**src/rtl/move_input.sv**
```systemverilog
// Button conditioner: synchronizes, debounces and edge-detects three raw buttons,
// with optional auto-repeat, and drives arbitrated one-cycle move pulses.

// state  | meaning
// IDLE   | debounced level low, no pulses
// FIRST  | held, waiting REPEAT_DELAY for the first repeat pulse
// REPEAT | held, repeat pulse every REPEAT_PERIOD
module move_input_chan #(
  parameter int DEBOUNCE_CYCLES = 500000,
  parameter int REPEAT_DELAY    = 25000000,
  parameter int REPEAT_PERIOD   = 10000000
) (
  input  logic clk,
  input  logic reset,
  input  logic btn,
  output logic req
);

  localparam int DW   = $clog2(DEBOUNCE_CYCLES + 1);
  localparam int RMAX = (REPEAT_DELAY > REPEAT_PERIOD) ? REPEAT_DELAY : REPEAT_PERIOD;
  localparam int RW   = $clog2(RMAX + 1);

  localparam logic [DW-1:0] DB_LAST     = DW'(DEBOUNCE_CYCLES - 1);
  localparam logic [RW-1:0] DELAY_LAST  = RW'(REPEAT_DELAY - 1);
  localparam logic [RW-1:0] PERIOD_LAST = RW'(REPEAT_PERIOD - 1);

  typedef enum logic [1:0] {IDLE, FIRST, REPEAT} state_t;

  logic          sync_1, sync_2;
  logic          stable;
  logic [DW-1:0] db_cnt;
  logic          db_done;
  logic          rise, fall;

  state_t        state_q, state_d;
  logic [RW-1:0] rpt_cnt_q, rpt_cnt_d;

  // The FSM reacts to the toggle decision itself so the press request is
  // captured by the output stage on the same edge that updates stable.
  assign db_done = (sync_2 != stable) && (db_cnt == DB_LAST);
  assign rise    = db_done & ~stable;
  assign fall    = db_done & stable;

  always_ff @(posedge clk or posedge reset) begin
    if (reset) begin
      sync_1 <= 1'b0;
      sync_2 <= 1'b0;
      stable <= 1'b0;
      db_cnt <= '0;
    end else begin
      sync_1 <= btn;
      sync_2 <= sync_1;
      if (sync_2 == stable) begin
        db_cnt <= '0;
      end else if (db_done) begin
        stable <= ~stable;
        db_cnt <= '0;
      end else begin
        db_cnt <= db_cnt + 1'b1;
      end
    end
  end

  always_ff @(posedge clk or posedge reset) begin
    if (reset) begin
      state_q   <= IDLE;
      rpt_cnt_q <= '0;
    end else begin
      state_q   <= state_d;
      rpt_cnt_q <= rpt_cnt_d;
    end
  end

  always_comb begin
    state_d   = state_q;
    rpt_cnt_d = rpt_cnt_q;
    req       = 1'b0;
    case (state_q)
      IDLE: begin
        if (rise) begin
          req       = 1'b1;
          rpt_cnt_d = '0;
          state_d   = FIRST;
        end
      end
      FIRST: begin
        if (fall) begin
          rpt_cnt_d = '0;
          state_d   = IDLE;
        end else if (REPEAT_DELAY != 0) begin
          if (rpt_cnt_q == DELAY_LAST) begin
            req       = 1'b1;
            rpt_cnt_d = '0;
            state_d   = REPEAT;
          end else begin
            rpt_cnt_d = rpt_cnt_q + 1'b1;
          end
        end
      end
      REPEAT: begin
        if (fall) begin
          rpt_cnt_d = '0;
          state_d   = IDLE;
        end else if (rpt_cnt_q == PERIOD_LAST) begin
          req       = 1'b1;
          rpt_cnt_d = '0;
        end else begin
          rpt_cnt_d = rpt_cnt_q + 1'b1;
        end
      end
      default: begin
        rpt_cnt_d = '0;
        state_d   = IDLE;
      end
    endcase
  end

endmodule

module move_input #(
  parameter int DEBOUNCE_CYCLES = 500000,
  parameter int REPEAT_DELAY    = 25000000,
  parameter int REPEAT_PERIOD   = 10000000
) (
  input  logic clk,
  input  logic reset,
  input  logic btn_up,
  input  logic btn_down,
  input  logic btn_right,
  output logic moveup,
  output logic movedown,
  output logic moveright
);

  logic req_up, req_down, req_right;

  move_input_chan #(
    .DEBOUNCE_CYCLES(DEBOUNCE_CYCLES),
    .REPEAT_DELAY   (REPEAT_DELAY),
    .REPEAT_PERIOD  (REPEAT_PERIOD)
  ) u_up (
    .clk  (clk),
    .reset(reset),
    .btn  (btn_up),
    .req  (req_up)
  );

  move_input_chan #(
    .DEBOUNCE_CYCLES(DEBOUNCE_CYCLES),
    .REPEAT_DELAY   (REPEAT_DELAY),
    .REPEAT_PERIOD  (REPEAT_PERIOD)
  ) u_down (
    .clk  (clk),
    .reset(reset),
    .btn  (btn_down),
    .req  (req_down)
  );

  move_input_chan #(
    .DEBOUNCE_CYCLES(DEBOUNCE_CYCLES),
    .REPEAT_DELAY   (REPEAT_DELAY),
    .REPEAT_PERIOD  (REPEAT_PERIOD)
  ) u_right (
    .clk  (clk),
    .reset(reset),
    .btn  (btn_right),
    .req  (req_right)
  );

  // Opposing vertical requests cancel; the channel FSMs keep running regardless.
  always_ff @(posedge clk or posedge reset) begin
    if (reset) begin
      moveup    <= 1'b0;
      movedown  <= 1'b0;
      moveright <= 1'b0;
    end else begin
      moveup    <= req_up & ~req_down;
      movedown  <= req_down & ~req_up;
      moveright <= req_right;
    end
  end

endmodule

```
**config.mk**
```make
export PLATFORM = sky130hd
export DESIGN_NAME = move_input
export DESIGN_NICKNAME = d
export VERILOG_FILES = /design/src/rtl/move_input.sv
export SDC_FILE = /design/constraint.sdc
export NUM_CORES = 1
export LEC_CHECK = 0
export CORE_ASPECT_RATIO = 1.1
export CORE_MARGIN = 3
export CORE_UTILIZATION = 60
export CTS_CLUSTER_DIAMETER = 30
export DETAILED_ROUTE_END_ITERATION = 8
export PLACE_DENSITY = 0.88
export SYNTH_ARGS = -nofsm -noshare
export SYNTH_HDL_FRONTEND = slang
export SYNTH_SLANG_ARGS = --single-unit
```
**constraint.sdc**
```tcl
create_clock -name clk -period 7.75 [get_ports clk]
set_clock_uncertainty 0.15 [all_clocks]
set_input_delay 1.55 -clock clk [delete_from_list [all_inputs] [get_ports clk]]
set_output_delay 1.55 -clock clk [all_outputs]
set_load 0.05 [all_outputs]
```
-- Yosys cells after proc, flatten, opt, wreduce, memory -nomap -nowiden
Cells that the tools add are included.
Widths: inputs -> output; s select.
- add/sub/neg operators: 6
- eq/ne operators: 30
- muxes and demuxes: 57
- bitwise operators: 16
- reduce and logical (&&, ||, !) cells: 12
- operators by type and width (kind ; count):
    $mux 25 ; 15
    $pmux 25 s3 ; 3
    $mux 19 ; 6
    $add 25x1->25 const B ; 3
    $eq 25x24->1 const B ; 3
    $eq 25x25->1 const B ; 3
    $add 19x1->19 const B ; 3
    $eq 19x19->1 const B ; 3
    $mux 2 ; 12
    $pmux 2 s3 ; 3
    $mux 1 ; 15
    $ne 2x1->1 const B ; 6
    $ne 3x1->1 const B ; 3
    $pmux 1 s3 ; 3
    $reduce_and 3->1 ; 3
    $and 1x1->1 ; 8
    $not 1->1 ; 8
    $eq 2x1->1 const B ; 3
    $eq 2x2->1 const B ; 3
    $logic_not 2->1 ; 3
    $reduce_and 2->1 ; 3
    $eq 1x1->1 ; 3
    $logic_and 1x1->1 ; 3
    $ne 1x1->1 ; 3
- flip-flop bits (word level): 150
- input port bits: 5
- output and inout bits: 3
- word-level logic and storage cells: 142

-- Logic depth before layout (Yosys ltp)
- depth in word-level cells: 7
- mapped depth: 9
- gate-level depth less buffers: 7

-- Modules after synthesis
From an unflattened synthesis, not the netlist that was laid out.
- cell total of the unflattened synthesis: 929
- area total of the unflattened synthesis: 8455.6 um^2
- modules (own cells, without submodules) (module ; times used ; cells each ; area an instance (um^2) ; seq. area each (um^2)):
    move_input_chan (u_right) ; 1 ; 315 ; 2815.2 ; 1226.2
    move_input_chan (u_down) ; 1 ; 305 ; 2792.7 ; 1226.2
    move_input_chan (u_up) ; 1 ; 303 ; 2753.9 ; 1226.2
    move_input ; 1 ; 6 ; 93.8 ; 75.1

-- Worst setup path before layout
No wires, ideal clock.
- kind: register -> register
- start: register u_down.db_cnt[0]
- end: register u_down.rpt_cnt_q[3]
- setup time: 121 ps
- arrival: 2276 ps
- required time: 7479 ps
- path slack: 5203 ps
- cell stages (with the launch flop): 10
- buffers on the path: 2
- clock period less this slack: 2547 ps
- cell sequence: dfrtp_1 > ha_1 > nand4_1 > or4_1 > buf_2 > o41ai_4 > a21oi_2 > buf_6 > a21o_1 > a22o_1
- cells in the longest elaborated chain, start to end: 5
- elaborated cells on any way between the ends: 8
- those cells by class: 2 x eq/ne; 3 x mux; 2 x bitwise; 1 x reduce/logical
- ends and longest elaborated chain (element ; line ; source):
    start, declared ; 31 ; logic [DW-1:0] db_cnt;
    start signal, assigned ; 59 ; db_cnt <= db_cnt + 1'b1;
    $eq 19x19->1 (*) ; 40 ; assign db_done = (sync_2 != stable) && (db_cnt == DB_LAST);
    $logic_and 1x1->1 (*) ; 40 ;
    $and 1x1->1 ; 42 ; assign fall = db_done & stable;
    $mux 25, on equally long branches ; 101, 87 ;
    $pmux 25 s3 ; 78 ; case (state_q)
    end signal, assigned ; 70 ; rpt_cnt_q <= rpt_cnt_d;
    end, declared ; 36 ; logic [RW-1:0] rpt_cnt_q, rpt_cnt_d;
Mark *: on every way between the ends. The rest lies on a longest branch, timed or not.
A chain may end at the register's enable or synchronous reset.

-- Worst setup path in the final report
- start: register u_down.db_cnt[0]
- end: register u_down.rpt_cnt_q[15]
The elaborated chain is that of the path after synthesis.

==> impl_metrics.ini <==
[logic_synthesis]
synth_xor_area_frac = 0.06605
synth_top_area_cell = dfrtp_1
yosys.area_share.adder = 0.02696
synthMuxAreaShare = 0.007339
synth_seq_cells = 150
synth-simple-area-share = 0.2861
synth_top_family_by_area = simple AND/OR/NAND/NOR gates
syn_inst = 912
syn_area_per_cell_um2 = 9.160
yosys_warnings = 0
syn_nets = 935
synth_top_area_frac = 0.4493
synth_area_um2 = 8354
synth_compound_area_frac = 0.1352
ys_seq_area_frac = 0.4493
ys.flop_type = dfrtp_1
synth_edf_count = 0
synth_cell_types = 63
synthArstFlopShare = 1.000
synthTopCellsByArea = dfrtp_1 45%, nor2_1 4.9%, nand3_1 4.3%

[cells_and_area]
antenna_cells = 0
drive_gt1_frac = 0.05844
stdcell_area_um2 = 9100
synthToLayoutAreaGrowth_pct = 8.926
stdcell_count = 1108
final_nets = 936

[clock_tree]
clock_path_buffers = 2
cts_repair_resize_count = 0
holdBufCountCts = 0
htreeDepth = 4
cts_setup_buffers = 0
path_clk_slew_ps = 60
cts_root_buffer = clkbuf_16
cts_tree = done
numCtsBuffers = 17
clock_latency_ps = 430
cts_num_sinks = 150

[worst_setup_path]
worstPathArrival_ps = 3530
reg2reg_from = u_down.db_cnt[0]
required_ps = 7950
worstSetupEndpointType = register
reg2reg_depth = 7
endpoint = u_down.rpt_cnt_q[15]
r2r_end = u_down.rpt_cnt_q[15]
reg2reg_slack_ps = 4420
cp-start-kind = register
cp-startpoint = u_down.db_cnt[0]
worstSetupPathType = register to register
cp_max_fo = 21

[die]
die_w_um = 118.5
die-area_um2 = 15380
coreArea_um2 = 13430
initial_core_util = 0.6219
num_rows = 44
die_height_um = 129.8
ios = 8

[global_route]
busiest_layer = met2
grt_util_met1 = 0.2937
grt_pass1_vias = 6741
grtUsageMet3 = 0.04335
grt_pass1_wl_mm = 30.68
gr-usage-all-layers = 0.2394
met2_usage = 0.4235
overflow = 0
antenna_found_initial = 0
grt_max_degree = 83

[sta]
hold_viol = 0
rsz0062_at_grt = false
min_period_over_period = 0.4303
worst_pin_slew_ps = 979.7
maxSlewViolCount = 0
hold_ws_ps = 204.7
relSlewSlack = 0.3413
timing.fmax_ghz = 0.2999
timing.setup.tns_ps = 0
setup_viol = 0
period_needed_ps = 3335

[placement]
hpwl_mm = 11.59
place_inst = 1078
gp_congestion = 0.8758
port_buffers = 7
place_area_um2 = 8559

[pwr]
total_power_uw = 1592
power_density_nw_per_um2 = 175.0
leakage_uw = 0.003723
peakVddDrop_mv = 0.1536

[routing]
vias = 6934
drc_errors = 0
dr.pass1.iters = 6
viasPerCell = 6.258
drt_iter0_drc = 653
wl_mm = 17.61
wire_per_inst_um = 15.90
drtAntennaViolNets = 0

[flow_run]
maxCapViolCount = 0

[outcome]
outcome = finished, final reports clean

[hold_path]
hp-class = register to register
cells in the final DEF, fill, tap and decap left out, types with 6 or more instances in the layout:
cell type	count
dfrtp_1	150
nor2_1	109
nand2_1	95
nand3_1	72
xor2_1	37
o21ai_0	35
nand4_1	28
xnor2_1	26
nor3_1	26
inv_1	25
and3_1	22
a21oi_1	20
ha_1	18
a22o_1	17
clkbuf_16	17
o31ai_1	16
or3_1	14
and2_1	13
nor4b_1	12
a21o_1	12
or4_1	11
nor4_1	11
o311ai_1	10
nor2b_1	9
a31oi_1	8
and4_1	7
clkdlybuf4s50_1	7
or2_2	6
buf_4	6
worst max-delay path, cell delays in order, from the launching register on:
cell	delay (ps)
dfrtp_1	390
ha_1	230
nand4_1	160
or4_1	650
o31a_1	580
a211oi_4	820
nand3_2	110
mux2i_1	160
Yosys cell counts (6+ instances only):
| cell type | instances |
|---|---|
| or4_1 | 11 |
| and4_1 | 7 |
| nor2_1 | 109 |
| xnor2_1 | 26 |
| nor3_1 | 26 |
| or2_2 | 6 |
| o311ai_1 | 10 |
| nor4b_1 | 12 |
| ha_1 | 18 |
| nand2_1 | 95 |
| a21o_1 | 12 |
| o31ai_1 | 16 |
| dfrtp_1 | 150 |
| a22o_1 | 17 |
| o21ai_0 | 35 |
| nor4_1 | 11 |
| and2_1 | 13 |
| inv_1 | 26 |
| or3_1 | 14 |
| nor2b_1 | 9 |
| xor2_1 | 37 |
| a31oi_1 | 8 |
| and3_1 | 22 |
| clkbuf_1 | 23 |
| a21oi_1 | 20 |
| nand3_1 | 72 |
| nand4_1 | 28 |
flip-flops by register name, summed over array words and instances (netlist names), 2 cells and up:
register / cells
u_right.state_q: 2
u_up.db_cnt: 19
u_up.state_q: 2
u_down.db_cnt: 19
u_right.db_cnt: 19
u_down.state_q: 2
u_up.rpt_cnt_q: 25
u_right.rpt_cnt_q: 25
u_down.rpt_cnt_q: 25
final cells by class:
cell class                      count  area [um^2]
Inverter                           26        102.6
Timing Repair Buffer               13        115.1
Sequential cell                   150         3754
Tap cell                          184        230.2
Clock buffer                       21        460.4
Multi-Input combinational cell    705         4358
Clock inverter                      9        80.08
Fill cell                        1052         4333
layer usage:
| layer | up-vias | share of wire |
|---|---|---|
| li1 | 3311 | - |
| met1 | 3427 | 0.43 |
| met2 | 164 | 0.51 |
| met3 | 32 | 0.037 |
| met4 | 0 | 0.020 |
| met5 | - | 0 |
through the flow:
step | setup slack (ps) | utilization
6_report | 4416 | 0.6774
5_1_grt | 4198 | 0.6774
4_1_cts | 4418 | 0.6774
3_5_place_dp | 4064 | 0.6372
3_3_place_gp | 4107 | 0.6372
2_1_floorplan | 2014 | -
where the power goes:
group          leakage [uW]  switching (uW)  internal, uW
clock              0.000257             314           451
sequential          0.00208            5.59           789
combinational       0.00139            24.2          7.49
logic make-up after synthesis:
logic type / after synthesis
multiplexers: 6
XOR/XNOR: 63
flip-flops: 150
buffers and inverters: 57
adder cells (fa/ha/maj): 18
AND/OR/NAND/NOR: 460
AO/OA/AOI/OAI: 158
how the worst min path moves through the flow:
| stage | startpoint | end | slack (ps) | depth (start not counted) |
|---|---|---|---|---|
| final | u_right.sync_1 | u_right.sync_2 | 200 | 0 |
| after global routing | u_right.sync_1 | u_right.sync_2 | 210 | 0 |
| after CTS | u_right.sync_1 | u_right.sync_2 | 210 | 0 |
| after detailed placement | u_right.sync_1 | u_right.sync_2 | 190 | 0 |
| after global placement | u_up.sync_1 | u_up.sync_2 | 180 | 0 |
| after floorplan | u_down.sync_1 | u_down.sync_2 | 180 | 0 |
Note: power is estimated with default switching activity, not from simulation.
==> patch: new RTL, config.mk and constraints unchanged <==
Register the input `btn_up` before use, without a reset. The logic sees it one clock later. The other inputs are not delayed to match.
--- a/src/rtl/move_input.sv
+++ b/src/rtl/move_input.sv
@@ -134,2 +134,8 @@
 
+  logic btn_up_q;
+
+  always_ff @(posedge clk) begin
+    btn_up_q <= btn_up;
+  end
+
   logic req_up, req_down, req_right;
@@ -143,3 +149,3 @@
     .reset(reset),
-    .btn  (btn_up),
+    .btn  (btn_up_q),
     .req  (req_up)
Function: no difference found for any inputs over 10 cycles, from zero or initial values and one cycle with reset high; that may be too few to reach the edited logic, so the function may still have changed.
==> patch against the unedited design <==
  * Synthesized area is 0.24% higher
  * Cell area is 0.55% higher
  * Setup slack worse by 0.053 ns
  * Synthesized cell count is 0.11% higher
  * Power is 1.7% higher
  * Sequential cell count is 1 higher
  * Wire length is 3.0% lower
  * Non-clock buffer count stayed put
  * Global-route usage is 0.55 points lower
  * Largest power group unchanged
==> patch: results (changes against the unedited design) <==
- Number of nets in the layout: 937 (+0.11%)
- FILL cells: 1042 (-0.95%)
- Detailed Route Iter0 Violations: 537 (-18%)
- Final WL: 17080 um (-3.0%)
- Post-DP HPWL: 11220 um (-3.1%)
- DR vias: 6785 (-2.1%)
- CP arrival: 3.59 ns (+0.06 ns)
- First-pass GRT wire length: 29790 um (-2.9%)
- Status: finished clean
- Synth cell types: 64 (+1.6%)
- GPL Wtd Cong: 0.8867 (+1.2%)
- Vias in the first global route: 6565 (-2.6%)
- Register area share after synthesis: 45.06% (+0.13 points)
- Met3 usage: 4.985% (+0.65 points)
- P_leak: 3.742 nW (+0.51%)
- Layout cells sized above 1: 6.149% (+0.30 points)
- GR Util All Layers: 23.38% (-0.55 points)
- Maximum number of pins on one net before global-route repair: 105 (+27%)
- Number of vias per cell: 6.107 (-2.4%)
- Placed insts: 1079 (+0.093%)
- Post-synthesis async set-or-reset flop share: 99.34% (-0.66 points)
- Synth Instances: 913 (+0.11%)
- Met2 Use GR: 40.33% (-2.0 points)
- M1 WL: 7629 um (+0.73%)
- DP Area: 0.008579 sq mm (+0.23%)
- Max IR drop VDD: 0.1603 mV (+4.4%)
- Area contributors post-synth: dfrtp_1, nor2_1, nand3_1
==> patch: where the power goes <==
part	leakage (nW)	switching [mW]	internal, mW
clock	0.267	0.321	0.465
combinational	1.39	0.0244	0.00765
sequential	2.08	0.00568	0.794
==> patch: worst paths after layout <==
path	startpoint	endpoint	slack (ns)	cells past startpoint
setup / recovery	u_down.db_cnt[0]	u_down.rpt_cnt_q[18]	4.36	7
hold / removal	btn_up_q	u_up.sync_1	0.18	0
setup reg to reg	u_down.db_cnt[0]	u_down.rpt_cnt_q[18]	4.36	7
hold reg to reg	btn_up_q	u_up.sync_1	0.18	0
max in group asynchronous	reset	u_up.db_cnt[15]	4.78	3
min in group asynchronous	reset	u_right.state_q[0]	1.54	2
==> patch: metrics by stage <==
| step | hold WS [ns] | setup WS [ns] |
|---|---|---|
| after floorplan | 0.1663 | 2.014 |
| after global placement | 0.1675 | 4.244 |
| after detailed placement | 0.1754 | 4.224 |
| after CTS | 0.1832 | 4.360 |
| after global routing | 0.1866 | 4.079 |
| final | 0.1810 | 4.362 |
==> patch: cell type report <==
cell class / count / area [sq um] / share of cell area, %
Clock buffer: 21 / 470.5 / 5.142
Tap cell: 184 / 230.2 / 2.516
Timing Repair Buffer: 13 / 115.1 / 1.258
Multi-Input combinational cell: 705 / 4358 / 47.63
Sequential cell: 151 / 3774 / 41.24
Inverter: 26 / 102.6 / 1.121
Clock inverter: 11 / 100.1 / 1.094
==> patch: logic make-up (layout without fill, tap and decap cells) <==
kind of cell	Yosys count	after routing	share of synthesized area (%)
AO/OA/AOI/OAI	158	158	13.49
AND/OR/NAND/NOR	460	460	28.54
flip-flops	151	151	45.06
XOR/XNOR	63	63	6.589
buffers and inverters	57	71	2.898
multiplexers	6	6	0.7321
adder cells (fa/ha/maj)	18	18	2.689
